--- config.mk ---
export PLATFORM = sky130hd
export DESIGN_NAME = act_skew_feeder
export DESIGN_NICKNAME = d
export VERILOG_FILES = /design/src/rtl/act_skew_feeder.sv
export SDC_FILE = /design/constraint.sdc
export NUM_CORES = 1
export LEC_CHECK = 0
export CAP_MARGIN = 40
export CORE_MARGIN = 3
export CORE_UTILIZATION = 51
export CTS_CLUSTER_DIAMETER = 60
export DETAILED_ROUTE_END_ITERATION = 16
export PLACE_DENSITY = 0.78
export RECOVER_POWER = 25
export SETUP_SLACK_MARGIN = 0.02
export SYNTH_ARGS = -nofsm -noshare
export SYNTH_HDL_FRONTEND = slang
export SYNTH_SLANG_ARGS = --single-unit
--- constraint.sdc ---
create_clock -name clk -period 4.3 [get_ports clk]
set_input_delay 0.86 -clock clk [delete_from_list [all_inputs] [get_ports clk]]
set_output_delay 0.86 -clock clk [all_outputs]
set_load 0.03 [all_outputs]
--- src/rtl/act_skew_feeder.sv ---
// Activation feeder for the systolic PE array: buffers input vectors in a FIFO and
// issues them into the left PE column with a one-cycle-per-row diagonal skew.
module act_skew_feeder #(
   parameter int ARRAY_ROWS = 4,
   parameter int ACT_WIDTH  = 8,
   parameter int FIFO_DEPTH = 8
) (
   input  logic                            clk,
   input  logic                            reset,
   input  logic                            in_valid,
   output logic                            in_ready,
   input  logic [ARRAY_ROWS*ACT_WIDTH-1:0] in_data,
   input  logic                            in_last,
   input  logic                            array_en,
   output logic [ARRAY_ROWS*ACT_WIDTH-1:0] act_data_out,
   output logic [ARRAY_ROWS-1:0]           act_valid_out,
   output logic                            tile_done,
   output logic                            busy
);

   localparam int DW = ARRAY_ROWS * ACT_WIDTH;
   localparam int AW = $clog2(FIFO_DEPTH);
   localparam logic [AW:0] FULL_COUNT = (AW + 1)'(FIFO_DEPTH);

   typedef enum logic [1:0] {IDLE, STREAM, DRAIN} state_t;

   state_t          state, state_next;
   logic [DW:0]     fifo_mem [FIFO_DEPTH];
   logic [AW-1:0]   wr_ptr, rd_ptr;
   logic [AW:0]     count;
   logic            full, empty, push, pop;
   logic [DW:0]     head;
   logic            pop_last;
   logic [DW-1:0]   pop_data;
   logic [ARRAY_ROWS-1:0] last_pipe, last_next;
   logic            advanced;
   logic            tile_next;

   assign full     = (count == FULL_COUNT);
   assign empty    = (count == '0);
   assign in_ready = !full;
   assign push     = in_valid && !full;
   assign pop      = array_en && !empty && (state != DRAIN);
   assign head     = fifo_mem[rd_ptr];
   assign pop_last = pop && head[DW];
   assign pop_data = pop ? head[DW-1:0] : '0;
   assign busy     = (state != IDLE) || !empty;

   // NOTE: the storage array is deliberately not reset; count alone says which entries are live.
   always_ff @(posedge clk) begin
      if (push) fifo_mem[wr_ptr] <= {in_last, in_data};
   end

   always_ff @(posedge clk) begin
      if (!reset) begin
         wr_ptr <= '0;
         rd_ptr <= '0;
         count  <= '0;
      end else begin
         if (push) wr_ptr <= wr_ptr + 1'b1;
         if (pop)  rd_ptr <= rd_ptr + 1'b1;
         unique case ({push, pop})
            2'b10:   count <= count + 1'b1;
            2'b01:   count <= count - 1'b1;
            default: ;
         endcase
      end
   end

   // Row r is an (r+1)-deep shift pipe; its last stage drives the PE input directly.
   for (genvar r = 0; r < ARRAY_ROWS; r++) begin : g_row
      logic [ACT_WIDTH-1:0] d_pipe [r+1];
      logic [r:0]           v_pipe;

      always_ff @(posedge clk) begin
         if (!reset) begin
            v_pipe <= '0;
            for (int s = 0; s <= r; s++) d_pipe[s] <= '0;
         end else if (array_en) begin
            d_pipe[0] <= pop_data[r*ACT_WIDTH +: ACT_WIDTH];
            v_pipe[0] <= pop;
            for (int s = 1; s <= r; s++) begin
               d_pipe[s] <= d_pipe[s-1];
               v_pipe[s] <= v_pipe[s-1];
            end
         end
      end

      assign act_data_out[r*ACT_WIDTH +: ACT_WIDTH] = d_pipe[r];
      assign act_valid_out[r]                       = v_pipe[r];
   end

   // The tile-end flag only matters on the bottom row, so it rides its own pipe.
   always_comb begin
      last_next    = '0;
      last_next[0] = pop_last;
      for (int s = 1; s < ARRAY_ROWS; s++) last_next[s] = last_pipe[s-1];
   end

   assign tile_next = array_en && last_next[ARRAY_ROWS-1];

   always_ff @(posedge clk) begin
      if (!reset) begin
         last_pipe <= '0;
         advanced  <= 1'b0;
      end else begin
         advanced <= array_en;
         if (array_en) last_pipe <= last_next;
      end
   end

   // A stalled pipe keeps the flag at the output, but only the advancing edge may pulse.
   assign tile_done = last_pipe[ARRAY_ROWS-1] && advanced;

   always_ff @(posedge clk) begin
      if (!reset) state <= IDLE;
      else        state <= state_next;
   end

   // NOTE: state_next takes its default first so no path through the case can infer a latch.
   always_comb begin
      state_next = state;
      unique case (state)
         IDLE:    if (pop) state_next = pop_last ? DRAIN : STREAM;
         STREAM:  if (pop_last) state_next = DRAIN;
         DRAIN:   ;
         default: state_next = IDLE;
      endcase
      if (tile_next) state_next = IDLE;
   end

endmodule

Word-level counts from Yosys, hierarchy flattened
Memories as Yosys holds them, arrays and structs flattened. A register that Yosys moved wholly into a read port is not among the register bits.
Index checks and enable logic that the tools add are counted.
- logic and storage cells: 79
- bits in writable memories: 344
- flip-flop bits (word level): 27
- output and inout bits: 39
- memories: 5
- memories (memory ; depth ; width ; read ports ; clocked after Yosys merged registers in ; wr ports ; RTL line ; text):
    fifo_mem ; 8 ; 33 ; 1 ; 1 ; 1 ; 28 ; logic [DW:0] fifo_mem [FIFO_DEPTH];
    g_row[3].d_pipe ; 4 ; 8 ; 4 ; 0 ; 4 ; 72 ; logic [ACT_WIDTH-1:0] d_pipe [r+1];
    g_row[2].d_pipe ; 3 ; 8 ; 3 ; 0 ; 3 ; 72 ;
    g_row[1].d_pipe ; 2 ; 8 ; 2 ; 0 ; 2 ; 72 ;
    g_row[0].d_pipe ; 1 ; 8 ; 1 ; 0 ; 1 ; 72 ;
- muxes and demuxes: 25
- reductions and logical operators: 16
- add/subtract/negate cells: 4
- equal/unequal tests: 8
- bitwise logic cells: 11
- operators with widths (operator ; count):
    8-bit two-way mux ; 10
    32-bit two-way mux ; 1
    1-bit OR ; 9
    4-bit one-hot mux with 2 select lines ; 1
    8-bit OR reduction ; 1
    1-bit two-way mux ; 7
    3-bit by 1-bit adder with 3-bit output (second input constant) ; 2
    1-bit logical AND ; 6
    2-bit two-way mux ; 3
    3-bit two-way mux ; 2
    2-bit inequality test (second input constant) ; 3
    2-bit one-hot mux with 3 select lines ; 1
    4-bit by 1-bit adder with 4-bit output (second input constant) ; 1
    2-bit by 1-bit == test with 1-bit output (second input constant) ; 2
    2-bit == test (second input constant) ; 2
    4-bit == test (second input constant) ; 1
    4-bit logical NOT ; 1
    2-bit nonzero test ; 2
    4-bit by 1-bit subtractor with 4-bit output (second input constant) ; 1
    3-bit AND reduction ; 1
    1-bit logical NOT ; 2
    2-bit logical NOT ; 1
    1-bit NOT ; 2
    2-bit OR reduction ; 1
    1-bit logical OR ; 1

Depth between registers and ports, before layout
Gate-level depths: netlist (run 1).
- word-level depth: 8
- mapped depth: 11
- depth with buffers taken out: 9

Worst setup path after synthesis (run 1)
No wires, ideal clock.
- path kind: reg2reg
- from: reg count[1]
- to: mem fifo_mem[0][0] in the netlist's numbering, enable pin
- setup slack: -0.334 ns
- setup time: 0.506 ns
- cell stages (with the launch flop): 6
- buffers on the path: 2
- data required time: 3.794 ns
- arrival: 4.128 ns
- period minus slack after synthesis: 4.634 ns
- path through: dfxtp_1 buf_2 or4b_1 buf_2 nand2_2 nor4_1
- longest elaborated chain between the ends: 5
- ends and longest elaborated chain (element ; RTL line ; text):
    start: declaration ; 30 ; logic [AW:0] count;
    start signal: assignment ; 63 ; 2'b10: count <= count + 1'b1;
    start signal: assignment ; 64 ; 2'b01: count <= count - 1'b1;
    4-bit == test ; 39 ; assign full = (count == FULL_COUNT);
    1-bit logical NOT ; - ;
    named net in_ready ; 11 ; output logic in_ready,
    1-bit logical AND ; 42 ; assign push = in_valid && !full;
    1-bit two-way mux ; 51 ; if (push) fifo_mem[wr_ptr] <= {in_last, in_data};
    1-bit two-way mux (not written as such) ; 51 ;
    end: declaration ; 28 ;
The timed path passes the listed nets, and every way through them passes these cells.

Worst setup path in the final report (run 1)
- from: reg count[0]
- to: out in_ready
- longest elaborated chain between the ends: 2
- ends and longest elaborated chain (element ; RTL line ; text):
    4-bit == test ; 39 ;
    1-bit logical NOT ; 41 ; assign in_ready = !full;
    end: declaration ; 11 ;
No other way between the ends.

==> summary.txt, run 1 <==
Outcome
  – Outcome: completed

STA
  – Maximum clock frequency: 324 MHz
  – Setup WS post-layout: 1210 ps
  – Slew margin rel.: 0.521
  – Worst Tran Pin Value: 719 ps
  – Setup-violating endpoint count in the final report: 0
  – Crit share post-route: 0.718
  – Worst-case clock skew: 12.1 ps
  – Worst Hold Margin: 473 ps
  – Number of failing hold endpoints at the final stage: 0
  – Total count of max-transition violations in the final report: 0
  – Post-layout min period: 3090 ps
  – Final-layout setup total negative slack: 0 ps
  – Unrepaired setup endpoints after global routing: false

Drt
  – Violation count after the first detailed-route iteration: 455
  – Remaining number of nets flagged by the antenna check after routing: 0
  – Detailed-router iteration count before antenna repair: 5
  – Aggregate routed wire length: 25,100 um
  – Remaining routing DRC violations: 0
  – Overall via count from detail_route: 6,513
  – Detail-routed via count per cell: 5.77
  – Routed wire per std cell: 22.2 um

Flow run
  – Max-capacitance violation count: 0

Floorplanning
  – Number of top-level pins: 76
  – Die boundary width: 171 um
  – Die height: 171 um
  – Core area: 0.0264 mm2
  – Starting density of the core: 0.527
  – Die area: 0.0294 mm2
  – Number of cell rows: 59

Setup path
  – Required time worst endpoint: 3440 ps
  – Worst R2R Setup Slack: 1530 ps
  – Worst-path maximum fanout: 7
  – Arrival time at the worst endpoint: 2230 ps
  – Cell depth of the worst flop-to-flop path: 9
  – Crit Path Class: reg2out
  – Startpoint type of the worst setup path: register
  – Kind of end point of the critical path: output port

GRT
  – Overall global routing resource usage: 0.173
  – Maximum number of pins on one net before global-route repair: 58
  – Initial antenna violation count: 0
  – Wire length of the first global-routing pass: 38,700 um
  – Vias in the first global route: 6,779
  – Overflow left after global routing: 0

Yosys
  – Most repeated cell in the gate-level netlist after synthesis: sky130_fd_sc_hd__edfxtp_1
  – Area of the mapped netlist: 0.0139 mm2
  – Yosys top cell by area: sky130_fd_sc_hd__edfxtp_1
  – Seq/Total Area, Yosys: 0.776
  – Synthesized instance count: 691
  – Number of distinct library cells after synthesis: 38
  – Synth top cells by count: sky130_fd_sc_hd__edfxtp_1 (344), sky130_fd_sc_hd__mux4_2 (65), sky130_fd_sc_hd__nor2_1 (51), sky130_fd_sc_hd__and3_1 (48), sky130_fd_sc_hd__mux2i_1 (40)
  – Avg Synthesized Cell Area: 20.2 um2
  – Syn nets: 733
  – Count of state elements after synthesis: 368
  – Top flip-flop cell by instance count after synthesis: sky130_fd_sc_hd__edfxtp_1
  – Proportion of register bits with asynchronous set or reset after synthesis: 0
  – Yosys warnings: 0
  – EDFF count, synth: 344
  – Top area cells in the synthesized netlist: sky130_fd_sc_hd__edfxtp_1 (74%), sky130_fd_sc_hd__mux4_2 (11%), sky130_fd_sc_hd__dfxtp_1 (3.4%)
  – Fraction of post-synthesis cell area in the top cell type by area: 0.741

Cells and area
  – Proportion of layout cells with a drive suffix above 1: 0.183
  – Area added between synthesis and finish: 15.2%
  – Non-filler instance count after layout: 1,128
  – Antenna Cells: 0
  – NumNets Final: 812

CTS
  – Buffers inserted by post-CTS timing repair: 0
  – Number of buffers created by CTS: 37
  – Clock tree sinks: 368
  – Number of buffers between clock root and the deepest sink: 3
  – TritonCTS clock tree: built
  – Root cell of the clock tree: sky130_fd_sc_hd__clkbuf_16
  – CTS Hold Buffers Added: 0
  – Clock latency at the later pin of the worst-skew pair: 510 ps
  – Number of resized instances in the post-cts repair step: 0
  – Clock transition at the registers of the reported paths: 60 ps
  – H-Tree Depth: 2

Placed design
  – DP Cell Count: 1,066
  – Routability congestion estimate from global placement: 0.726
  – Worst slack at placement: 1090 ps
  – Port Buffers: 75
  – Sum of net half-perimeters after detailed placement: 14,300 um

Pwr
  – Maximum ir drop on the vdd rail: 0.000267 V
  – Leak: 5.38 nW
  – Total power density per cell area: 542 mW/mm2

Hold path
  – Type of the tightest min-delay check: reg2reg
  – Hold Path Cell Cnt: 2
==> critical path, cell delays in order, from the launching register on <==
cell,delay [ps]
sky130_fd_sc_hd__dfxtp_1,400
sky130_fd_sc_hd__or4b_1,670
sky130_fd_sc_hd__clkdlybuf4s50_1,650
==> power by group <==
part / switching, mW / total (mW) / internal, mW
registers: 0.180 / 4.38 / 4.20
logic: 0.768 / 1.49 / 0.727
clock network: 1.24 / 2.82 / 1.58
total: 2.19 / 8.70 / 6.51
==> routing by layer <==
layer  share of wire  routed length (um)  GRT usage
met1            0.42               10600      0.235
met3           0.057                1430     0.0308
met2            0.50               12600      0.294
met4           0.019                 489     0.0469
met5               0                   0          0
==> state kept, by name, summed over array words and instances (netlist names), 2 cells and up, named ones only <==
signal / flops
rd_ptr: 3
wr_ptr: 3
g_row.d_pipe: 80
state: 2
count: 4
fifo_mem: 264
g_row.v_pipe: 4
last_pipe: 4
==> area by class of cell <==
cell class,count,area (um2)
Multi-Input combinational cell,266,2870
Sequential cell,368,10800
Clock inverter,15,75.1
Inverter,3,12.5
Clock buffer,47,963
Fill cell,1770,10400
Tap cell,335,419
Timing Repair Buffer,94,901
==> worst paths after layout <==
path,startpoint,to
worst max-delay path,count[0]$_SDFFE_PN0P_,in_ready
worst min-delay path,last_pipe[0]$_SDFFE_PN0P_,last_pipe[0]$_SDFFE_PN0P_
worst max register to register,count[0]$_SDFFE_PN0P_,count[2]$_SDFFE_PN0P_
worst min register to register,last_pipe[0]$_SDFFE_PN0P_,last_pipe[0]$_SDFFE_PN0P_
==> stage by stage <==
step	instance area [um2]	power, mW	utilization
after floorplan	13900	5.52	-
after global placement	15000	5.88	0.568
after detailed placement	15000	5.96	0.568
after CTS	16100	8.78	0.608
after global routing	16100	9.02	0.608
final	16100	8.70	0.608
==> logic make-up after synthesis <==
logic type / count (synthesis) / synth area share
buffers and inverters: 57 / 0.0224
muxes: 106 / 0.136
adders and majority gates: 5 / 0.00449
DFF: 368 / 0.776
AOI/OAI and AO/OA: 12 / 0.00745
xor gates and xnor gates: 7 / 0.00440
and+or+nand+nor: 136 / 0.0501
==> cell usage in the layout (no fill, tap or decap), types with 2 or more instances in the layout <==
cell type                         synthesis  final
sky130_fd_sc_hd__mux4_2                  65     65
sky130_fd_sc_hd__clkinv_1                 0      8
sky130_fd_sc_hd__nor2_1                  51     48
sky130_fd_sc_hd__and3_1                  48     48
sky130_fd_sc_hd__clkbuf_1                21     10
sky130_fd_sc_hd__nand2_1                 10     10
sky130_fd_sc_hd__nor2b_1                  3      3
sky130_fd_sc_hd__ha_1                     5      5
sky130_fd_sc_hd__mux2i_1                 40     40
sky130_fd_sc_hd__and2_1                   2      2
sky130_fd_sc_hd__xnor2_1                  2      2
sky130_fd_sc_hd__inv_1                    3      2
sky130_fd_sc_hd__o21ai_0                  3      3
sky130_fd_sc_hd__edfxtp_1               344    344
sky130_fd_sc_hd__clkbuf_16                0     37
sky130_fd_sc_hd__dfxtp_2                  0      2
sky130_fd_sc_hd__buf_4                   24     18
sky130_fd_sc_hd__nand3_1                  4      4
sky130_fd_sc_hd__dlygate4sd3_1            0     25
sky130_fd_sc_hd__nor3_2                   0      4
sky130_fd_sc_hd__clkdlybuf4s50_1          0     49
sky130_fd_sc_hd__nor2_4                   0      3
sky130_fd_sc_hd__clkinv_2                 0      6
sky130_fd_sc_hd__dfxtp_1                 24     21
sky130_fd_sc_hd__nand2b_1                 3      3
sky130_fd_sc_hd__xor2_1                   5      5
sky130_fd_sc_hd__a21oi_1                  3      3
No activity file was read; power rests on OpenSTA's default activity.
==> run 2, diff against run 1 <==
--- a/config.mk
+++ b/config.mk
@@ -10,7 +10,7 @@
 export CORE_UTILIZATION = 51
 export CTS_CLUSTER_DIAMETER = 60
 export DETAILED_ROUTE_END_ITERATION = 16
-export PLACE_DENSITY = 0.78
+export PLACE_DENSITY = 0.76
 export RECOVER_POWER = 25
 export SETUP_SLACK_MARGIN = 0.02
 export SYNTH_ARGS = -nofsm -noshare
==> constraint.sdc (replaced) <==
create_clock -name clk -period 2.9 [get_ports clk]
set_input_delay 0.58 -clock clk [delete_from_list [all_inputs] [get_ports clk]]
set_output_delay 0.58 -clock clk [all_outputs]
set_load 0.03 [all_outputs]
==> run 2 against run 1 <==
  * Via count down 1.1%
  * Sequential share of layout area shrank 1.1 points
  * Non-clock buffer count is 2 higher
  * First-iteration DRC count up 30%
  * Combinational power increased by 51%
  * Global-route usage up 0.17 points
  * Sequential cell count is the same
  * Sequential power is 48% higher
  * Hold slack got worse by 59 ps
==> summary.txt, run 2 (synthesis results as in run 1) <==
Outcome
  – Outcome: completed

STA
  – Total count of max-transition violations in the final report: 0 (unchanged)
  – Worst Tran Pin Value: 510 ps (-209 ps)
  – Post-layout min period: 2790 ps
  – Worst-case clock skew: 14.1 ps (+1.97 ps)
  – Crit share post-route: 0.962
  – Final-layout setup total negative slack: 0 ps (unchanged)
  – Unrepaired setup endpoints after global routing: false
  – Maximum clock frequency: 359 MHz
  – Setup-violating endpoint count in the final report: 0 (unchanged)
  – Worst Hold Margin: 413 ps (-59.2 ps)
  – Slew margin rel.: 0.660 (+0.139)
  – Number of failing hold endpoints at the final stage: 0 (unchanged)

Setup path
  – Arrival time at the worst endpoint: 2210 ps (-20 ps)
  – Startpoint type of the worst setup path: register
  – Worst-path maximum fanout: 7 (unchanged)
  – Crit-path slowest cell: sky130_fd_sc_hd__or4b_1
  – Required time worst endpoint: 2320 ps (-1120 ps)
  – Maximum single-stage delay on the critical path: 660 ps (about the same)
  – Critical path cell sequence: or4b_1, clkdlybuf4s50_1
  – Crit Path Class: reg2out
  – Kind of end point of the critical path: output port
  – Worst R2R Setup Slack: 310 ps (-1220 ps)

Flow run
  – Max-capacitance violation count: 0 (unchanged)

Placed design
  – Sum of net half-perimeters after detailed placement: 13,600 um (-4.8%)
  – Port Buffers: 75 (unchanged)
  – Routability congestion estimate from global placement: 0.761 (+4.9%)

Hold path
  – Type of the tightest min-delay check: in2reg

Drt
  – Overall via count from detail_route: 6,441 (-1.1%)
  – Detail-routed via count per cell: 5.70 (-1.3%)
  – Routed wire per std cell: 21.9 um (-1.4%)
  – Remaining routing DRC violations: 0 (unchanged)
  – Aggregate routed wire length: 24,800 um (-1.2%)
  – Detailed-router iteration count before antenna repair: 5 (unchanged)
  – Violation count after the first detailed-route iteration: 593 (+30%)
  – Remaining number of nets flagged by the antenna check after routing: 0 (unchanged)

Floorplanning
  – Number of top-level pins: 76 (unchanged)
  – Core area: 0.0264 mm2 (unchanged)
  – Number of cell rows: 59 (unchanged)
  – Starting density of the core: 0.527 (unchanged)
  – Die area: 0.0294 mm2 (unchanged)
  – Die height: 171 um (unchanged)
  – Die boundary width: 171 um (unchanged)

GRT
  – Vias in the first global route: 6,773 (-0.089%)
  – Wire length of the first global-routing pass: 38,800 um (+0.20%)
  – Top Usage Layer GRT: met2
  – Maximum number of pins on one net before global-route repair: 66 (+14%)
  – Initial antenna violation count: 4 (+4)
  – Overflow left after global routing: 0 (unchanged)
  – Overall global routing resource usage: 0.175 (+0.00167)
  – Met1 Usage GRT: 0.231 (-0.00408)
  – Met2 capacity usage during global routing: 0.290 (-0.00380)
  – Met3 track demand over resource: 0.0405 (+0.00965)

CTS
  – Number of buffers created by CTS: 35 (-5.4%)
  – Number of buffers between clock root and the deepest sink: 3 (unchanged)
  – TritonCTS clock tree: built
  – Root cell of the clock tree: sky130_fd_sc_hd__clkbuf_16
  – Clock tree sinks: 368 (unchanged)
  – Clock transition at the registers of the reported paths: 60 ps (about the same)
  – Number of resized instances in the post-cts repair step: 0 (unchanged)
  – Buffers inserted by post-CTS timing repair: 0 (unchanged)
  – Clock latency at the later pin of the worst-skew pair: 520 ps (about the same)
  – H-Tree Depth: 2 (unchanged)
  – CTS Hold Buffers Added: 0 (unchanged)

Cells and area
  – Proportion of layout cells with a drive suffix above 1: 0.188 (+0.00481)
  – Number of filler cells placed in the layout: 1,800 (+1.7%)
  – Most common cell after layout, fill and taps aside: sky130_fd_sc_hd__edfxtp_1
  – NumNets Final: 812 (unchanged)
  – Area added between synthesis and finish: 17.1%
  – Commonest cells after routing, fill and taps aside: sky130_fd_sc_hd__edfxtp_1 (344), sky130_fd_sc_hd__mux4_2 (65), sky130_fd_sc_hd__clkdlybuf4s50_1 (50), sky130_fd_sc_hd__nor2_1 (48), sky130_fd_sc_hd__and3_1 (48)
  – Largest register FFs: 264 (unchanged)
  – Register with the highest flop count: fifo_mem
  – Biggest regs: fifo_mem x264, g_row.d_pipe x80

Pwr
  – Leak: 5.46 nW (+1.4%)
  – Maximum ir drop on the vdd rail: 0.000438 V (+64%)
  – Total power density per cell area: 809 mW/mm2 (+49%)
==> run 2: cell count changes in the layout (fill, tap and decap cells not counted), sizes merged <==
| cell | change |
|---|---|
| buf | +2 |
| bufinv | +4 |
| clkbuf | -1 |
| clkdlybuf4s50 | +1 |
| clkinv | -4 |
| clkinvlp | +1 |
| diode | +1 |
| dlygate4sd3 | -1 |
| inv | -1 |
==> run 2: metrics by stage <==
stage               instance area [um2]   util  worst slack [ps]  instances  power, mW
floorplan                         14000      -              -867        691       8.18
CTS                               16300  0.618              84.8       1129       13.3
finish                            16300  0.618               111       1130       13.2
detailed placement                15200  0.575               217       1068       8.86
global placement                  15200  0.575               332       1068       8.76
global route                      16300  0.618              32.5       1130       13.7
==> run 2: path summary, 6_finish.rpt <==
kind	start	to	depth (start not counted)
worst min register to register	last_pipe[0]$_SDFFE_PN0P_	last_pipe[0]$_SDFFE_PN0P_	2
worst max register to register	count[0]$_SDFFE_PN0P_	count[2]$_SDFFE_PN0P_	9
worst min-delay path	array_en	state[0]$_SDFFE_PP0P_	3
worst max-delay path	count[0]$_SDFFE_PN0P_	in_ready	2
==> run 2: cell type report <==
| type | count | area [um2] | share of cell area |
|---|---|---|---|
| diodes | 1 | 2.50 | 0.000153 |
| clock buffers | 46 | 938 | 0.0575 |
| clock inverters | 15 | 184 | 0.0113 |
| inverters | 3 | 15.0 | 0.000920 |
| multi-input cells | 266 | 2880 | 0.176 |
| flip-flops and latches | 368 | 10800 | 0.663 |
| well taps | 335 | 419 | 0.0257 |
| repair buffers | 96 | 1070 | 0.0653 |
==> run 2: worst max-delay path, delay by kind of cell (launching register included) <==
| family | cells | cell delay [ps] |
|---|---|---|
| and+or+nand+nor | 1 | 660 |
| buffers and inverters | 1 | 640 |
| DFF | 1 | 400 |
==> run 2: metal layers <==
metal  up-vias  share of wire
li1       2896              -
met1      3233           0.41
met2       249           0.49
met3        57          0.072
met4         6          0.026
met5         -         0.0015
==> run 2: report_power, final <==
group	switching [mW]	leakage [nW]	internal, mW
Combinational	1.13	1.43	1.12
Clock	1.83	0.547	2.64
Sequential	0.242	3.48	6.23
Total	3.21	5.46	10.0
==> run 3, diff against run 2 <==
--- a/config.mk
+++ b/config.mk
@@ -8,9 +8,10 @@
 export CAP_MARGIN = 40
 export CORE_MARGIN = 3
 export CORE_UTILIZATION = 51
+export CTS_BUF_LIST = sky130_fd_sc_hd__clkbuf_16
 export CTS_CLUSTER_DIAMETER = 60
 export DETAILED_ROUTE_END_ITERATION = 16
-export PLACE_DENSITY = 0.76
+export PLACE_DENSITY = 0.67
 export RECOVER_POWER = 25
 export SETUP_SLACK_MARGIN = 0.02
 export SYNTH_ARGS = -nofsm -noshare
==> run 3 against run 2 <==
  * Sequential share of layout area up 0.16 points
  * First-iteration DRC count down 12%
  * Utilization down 0.15 points
  * Sequential cell count unchanged
  * Register-to-register slack worse by 80 ps
  * Fmax up 4.5%
  * Sequential power about the same
  * Critical path type is now reg2reg
  * Largest cell class unchanged
  * Highest routed layer is now met4
==> summary.txt, run 3 (synthesis results as in run 1) <==
Outcome
  – Outcome: completed

CTS
  – Clock transition at the registers of the reported paths: 60 ps (about the same)
  – TritonCTS clock tree: built
  – Clock latency at the later pin of the worst-skew pair: 520 ps (about the same)
  – Number of buffers between clock root and the deepest sink: 3 (unchanged)
  – Clock tree sinks: 368 (unchanged)
  – Number of buffers created by CTS: 37 (+5.7%)
  – H-Tree Depth: 2 (unchanged)
  – Root cell of the clock tree: sky130_fd_sc_hd__clkbuf_16

Cells and area
  – Most common cell after layout, fill and taps aside: sky130_fd_sc_hd__edfxtp_1
  – Share of the core filled with cells: 0.616 (-0.00151)
  – Proportion of layout cells with a drive suffix above 1: 0.184 (-0.00368)
  – Biggest regs: fifo_mem x264, g_row.d_pipe x80
  – Register with the highest flop count: fifo_mem
  – NumNets Final: 814 (+0.25%)
  – Commonest cells after routing, fill and taps aside: sky130_fd_sc_hd__edfxtp_1 (344), sky130_fd_sc_hd__mux4_2 (65), sky130_fd_sc_hd__nor2_1 (48), sky130_fd_sc_hd__and3_1 (48), sky130_fd_sc_hd__clkdlybuf4s50_1 (48)
  – Antenna Cells: 0 (-1)
  – Area added between synthesis and finish: 16.8%
  – Largest register FFs: 264 (unchanged)

STA
  – Worst Tran Pin Value: 531 ps (+20.9 ps)
  – Number of failing hold endpoints at the final stage: 0 (unchanged)
  – Total count of max-transition violations in the final report: 0 (unchanged)
  – Setup-violating endpoint count in the final report: 0 (unchanged)
  – Maximum clock frequency: 375 MHz (+4.5%)
  – Crit share post-route: 0.921 (-0.0410)
  – Worst-case clock skew: 15.2 ps (+1.13 ps)
  – Post-layout min period: 2670 ps (-119 ps)
  – Unrepaired setup endpoints after global routing: false
  – Slew margin rel.: 0.646 (-0.0139)
  – Setup WS post-layout: 230 ps (+119 ps)
  – Worst Hold Margin: 401 ps (-12.9 ps)

Setup path
  – Crit Path Class: reg2reg
  – Startpoint type of the worst setup path: register
  – Critical path cell sequence: or4b_1, nand2_2, buf_4, ha_1, nor4b_1, o21ai_1, a211o_1, nand2_1
  – Reg2reg end: count[3]$_SDFFE_PN0P_
  – Worst path depth: 8 (+6)
  – Worst-path maximum fanout: 7 (unchanged)
  – Required time worst endpoint: 3360 ps (+1040 ps)
  – Maximum single-stage delay on the critical path: 660 ps (about the same)
  – Crit-path slowest cell: sky130_fd_sc_hd__or4b_1
  – Kind of end point of the critical path: register
  – Arrival time at the worst endpoint: 3130 ps (+920 ps)
  – Worst R2R Setup Slack: 230 ps (-80 ps)
  – Buf/Inv on CP: 1 (unchanged)
  – Source of the worst register-to-register timing path: count[0]$_SDFFE_PN0P_
  – Cell depth of the worst flop-to-flop path: 8 (-1)
  – Top cell family by delay on the critical path: simple AND/OR/NAND/NOR gates

Placed design
  – Port Buffers: 75 (unchanged)
  – Sum of net half-perimeters after detailed placement: 13,600 um (about the same)
  – Worst slack at placement: 162 ps (-55.8 ps)
  – Routability congestion estimate from global placement: 0.765 (+0.43%)

Floorplanning
  – Number of top-level pins: 76 (unchanged)
  – Die height: 171 um (unchanged)
  – Starting density of the core: 0.527 (unchanged)
  – Core area: 0.0264 mm2 (unchanged)
  – Die boundary width: 171 um (unchanged)
  – Number of cell rows: 59 (unchanged)
  – Die area: 0.0294 mm2 (unchanged)

GRT
  – Vias in the first global route: 6,778 (+0.074%)
  – Maximum number of pins on one net before global-route repair: 66 (unchanged)
  – Wire length of the first global-routing pass: 39,100 um (+0.66%)
  – Initial antenna violation count: 0 (-4)
  – Overall global routing resource usage: 0.175 (+0.000275)
  – Overflow left after global routing: 0 (unchanged)

Drt
  – Detail-routed via count per cell: 5.61 (-1.7%)
  – Remaining number of nets flagged by the antenna check after routing: 0 (unchanged)
  – Aggregate routed wire length: 24,400 um (-1.5%)
  – Violation count after the first detailed-route iteration: 521 (-12%)
  – Overall via count from detail_route: 6,357 (-1.3%)
  – Remaining routing DRC violations: 0 (unchanged)
  – Detailed-router iteration count before antenna repair: 4 (-1)
  – Routed wire per std cell: 21.5 um (-1.9%)

Hold path
  – Hold Path Cell Cnt: 3 (unchanged)
  – Hold Crit Endpoint: state[0]$_SDFFE_PP0P_
  – Startpoint of the lowest-slack hold path: array_en
  – Type of the tightest min-delay check: in2reg

Flow run
  – Max-capacitance violation count: 0 (unchanged)

Pwr
  – Total power density per cell area: 797 mW/mm2 (-1.5%)
  – Post-layout power: 13.0 mW (-1.8%)
  – Maximum ir drop on the vdd rail: 0.000505 V (+15%)
  – Leak: 5.48 nW (+0.37%)
[run 3: cell count changes in the layout (fill, tap and decap cells not counted), sizes merged]
cell / delta
clkbuf: -9
inv: +9
clkinv: +8
bufinv: -3
clkdlybuf4s50: -2
diode: -1
dlygate4sd3: +1
dlymetal6s2s: +1
[run 3: report_power, final]
| part | switching [mW] | internal [mW] | leakage [nW] |
|---|---|---|---|
| Clock | 1.85 | 2.41 | 0.568 |
| Combinational | 1.13 | 1.12 | 1.43 |
| Sequential | 0.227 | 6.23 | 3.48 |
[run 3: layout make-up]
class / instances / area [um2]
Clock buffer: 37 / 926
Clock inverter: 29 / 169
Fill cell: 1820 / 10100
Inverter: 3 / 15.0
Multi-Input combinational cell: 266 / 2880
Sequential cell: 368 / 10800
Tap cell: 335 / 419
Timing Repair Buffer: 96 / 1060
[run 3: worst max path at each step]
stage / slack, ps / startpoint / endpoint
CTS: 90 / count[1]$_SDFFE_PN0P_ / in_ready
global placement: 330 / in_valid / count[3]$_SDFFE_PN0P_
floorplan: -870 / count[1]$_SDFFE_PN0P_ / fifo_mem[2][0]$_DFFE_PP_
detailed placement: 160 / in_valid / count[3]$_SDFFE_PN0P_
global route: 80 / count[1]$_SDFFE_PN0P_ / count[2]$_SDFFE_PN0P_
finish: 230 / count[0]$_SDFFE_PN0P_ / count[3]$_SDFFE_PN0P_
[run 3: through the flow]
| stage | std cells | TNS, ps | cell area, um2 |
|---|---|---|---|
| 6_report | 1134 | 0 | 16300 |
| 5_1_grt | 1134 | 0 | 16300 |
| 4_1_cts | 1134 | 0 | 16300 |
| 3_5_place_dp | 1068 | 0 | 15200 |
| 3_3_place_gp | 1068 | 0 | 15200 |
| 2_1_floorplan | 691 | -96910 | 14000 |
[run 3: per-layer routing]
metal / part of all wire / track usage / up-vias
met5: 0 / 0 / -
met4: 0.020 / 0.0518 / 0
met3: 0.060 / 0.0331 / 44
met2: 0.49 / 0.283 / 177
met1: 0.43 / 0.248 / 3226
li1: - / - / 2910
[run 3: what timing repair did]
action	4_1_cts	5_1_grt
setup endpoints to repair	0	1
hold buffers	0	0
setup buffers	0	0
gates resized for setup	0	1
[run 3: worst reg2reg max path, stage by stage (launching register included)]
cell	delay, ps
sky130_fd_sc_hd__dfxtp_1	400
sky130_fd_sc_hd__or4b_1	660
sky130_fd_sc_hd__nand2_2	130
sky130_fd_sc_hd__buf_4	180
sky130_fd_sc_hd__ha_1	340
sky130_fd_sc_hd__nor4b_1	430
sky130_fd_sc_hd__o21ai_1	150
sky130_fd_sc_hd__a211o_1	280
sky130_fd_sc_hd__nand2_1	60
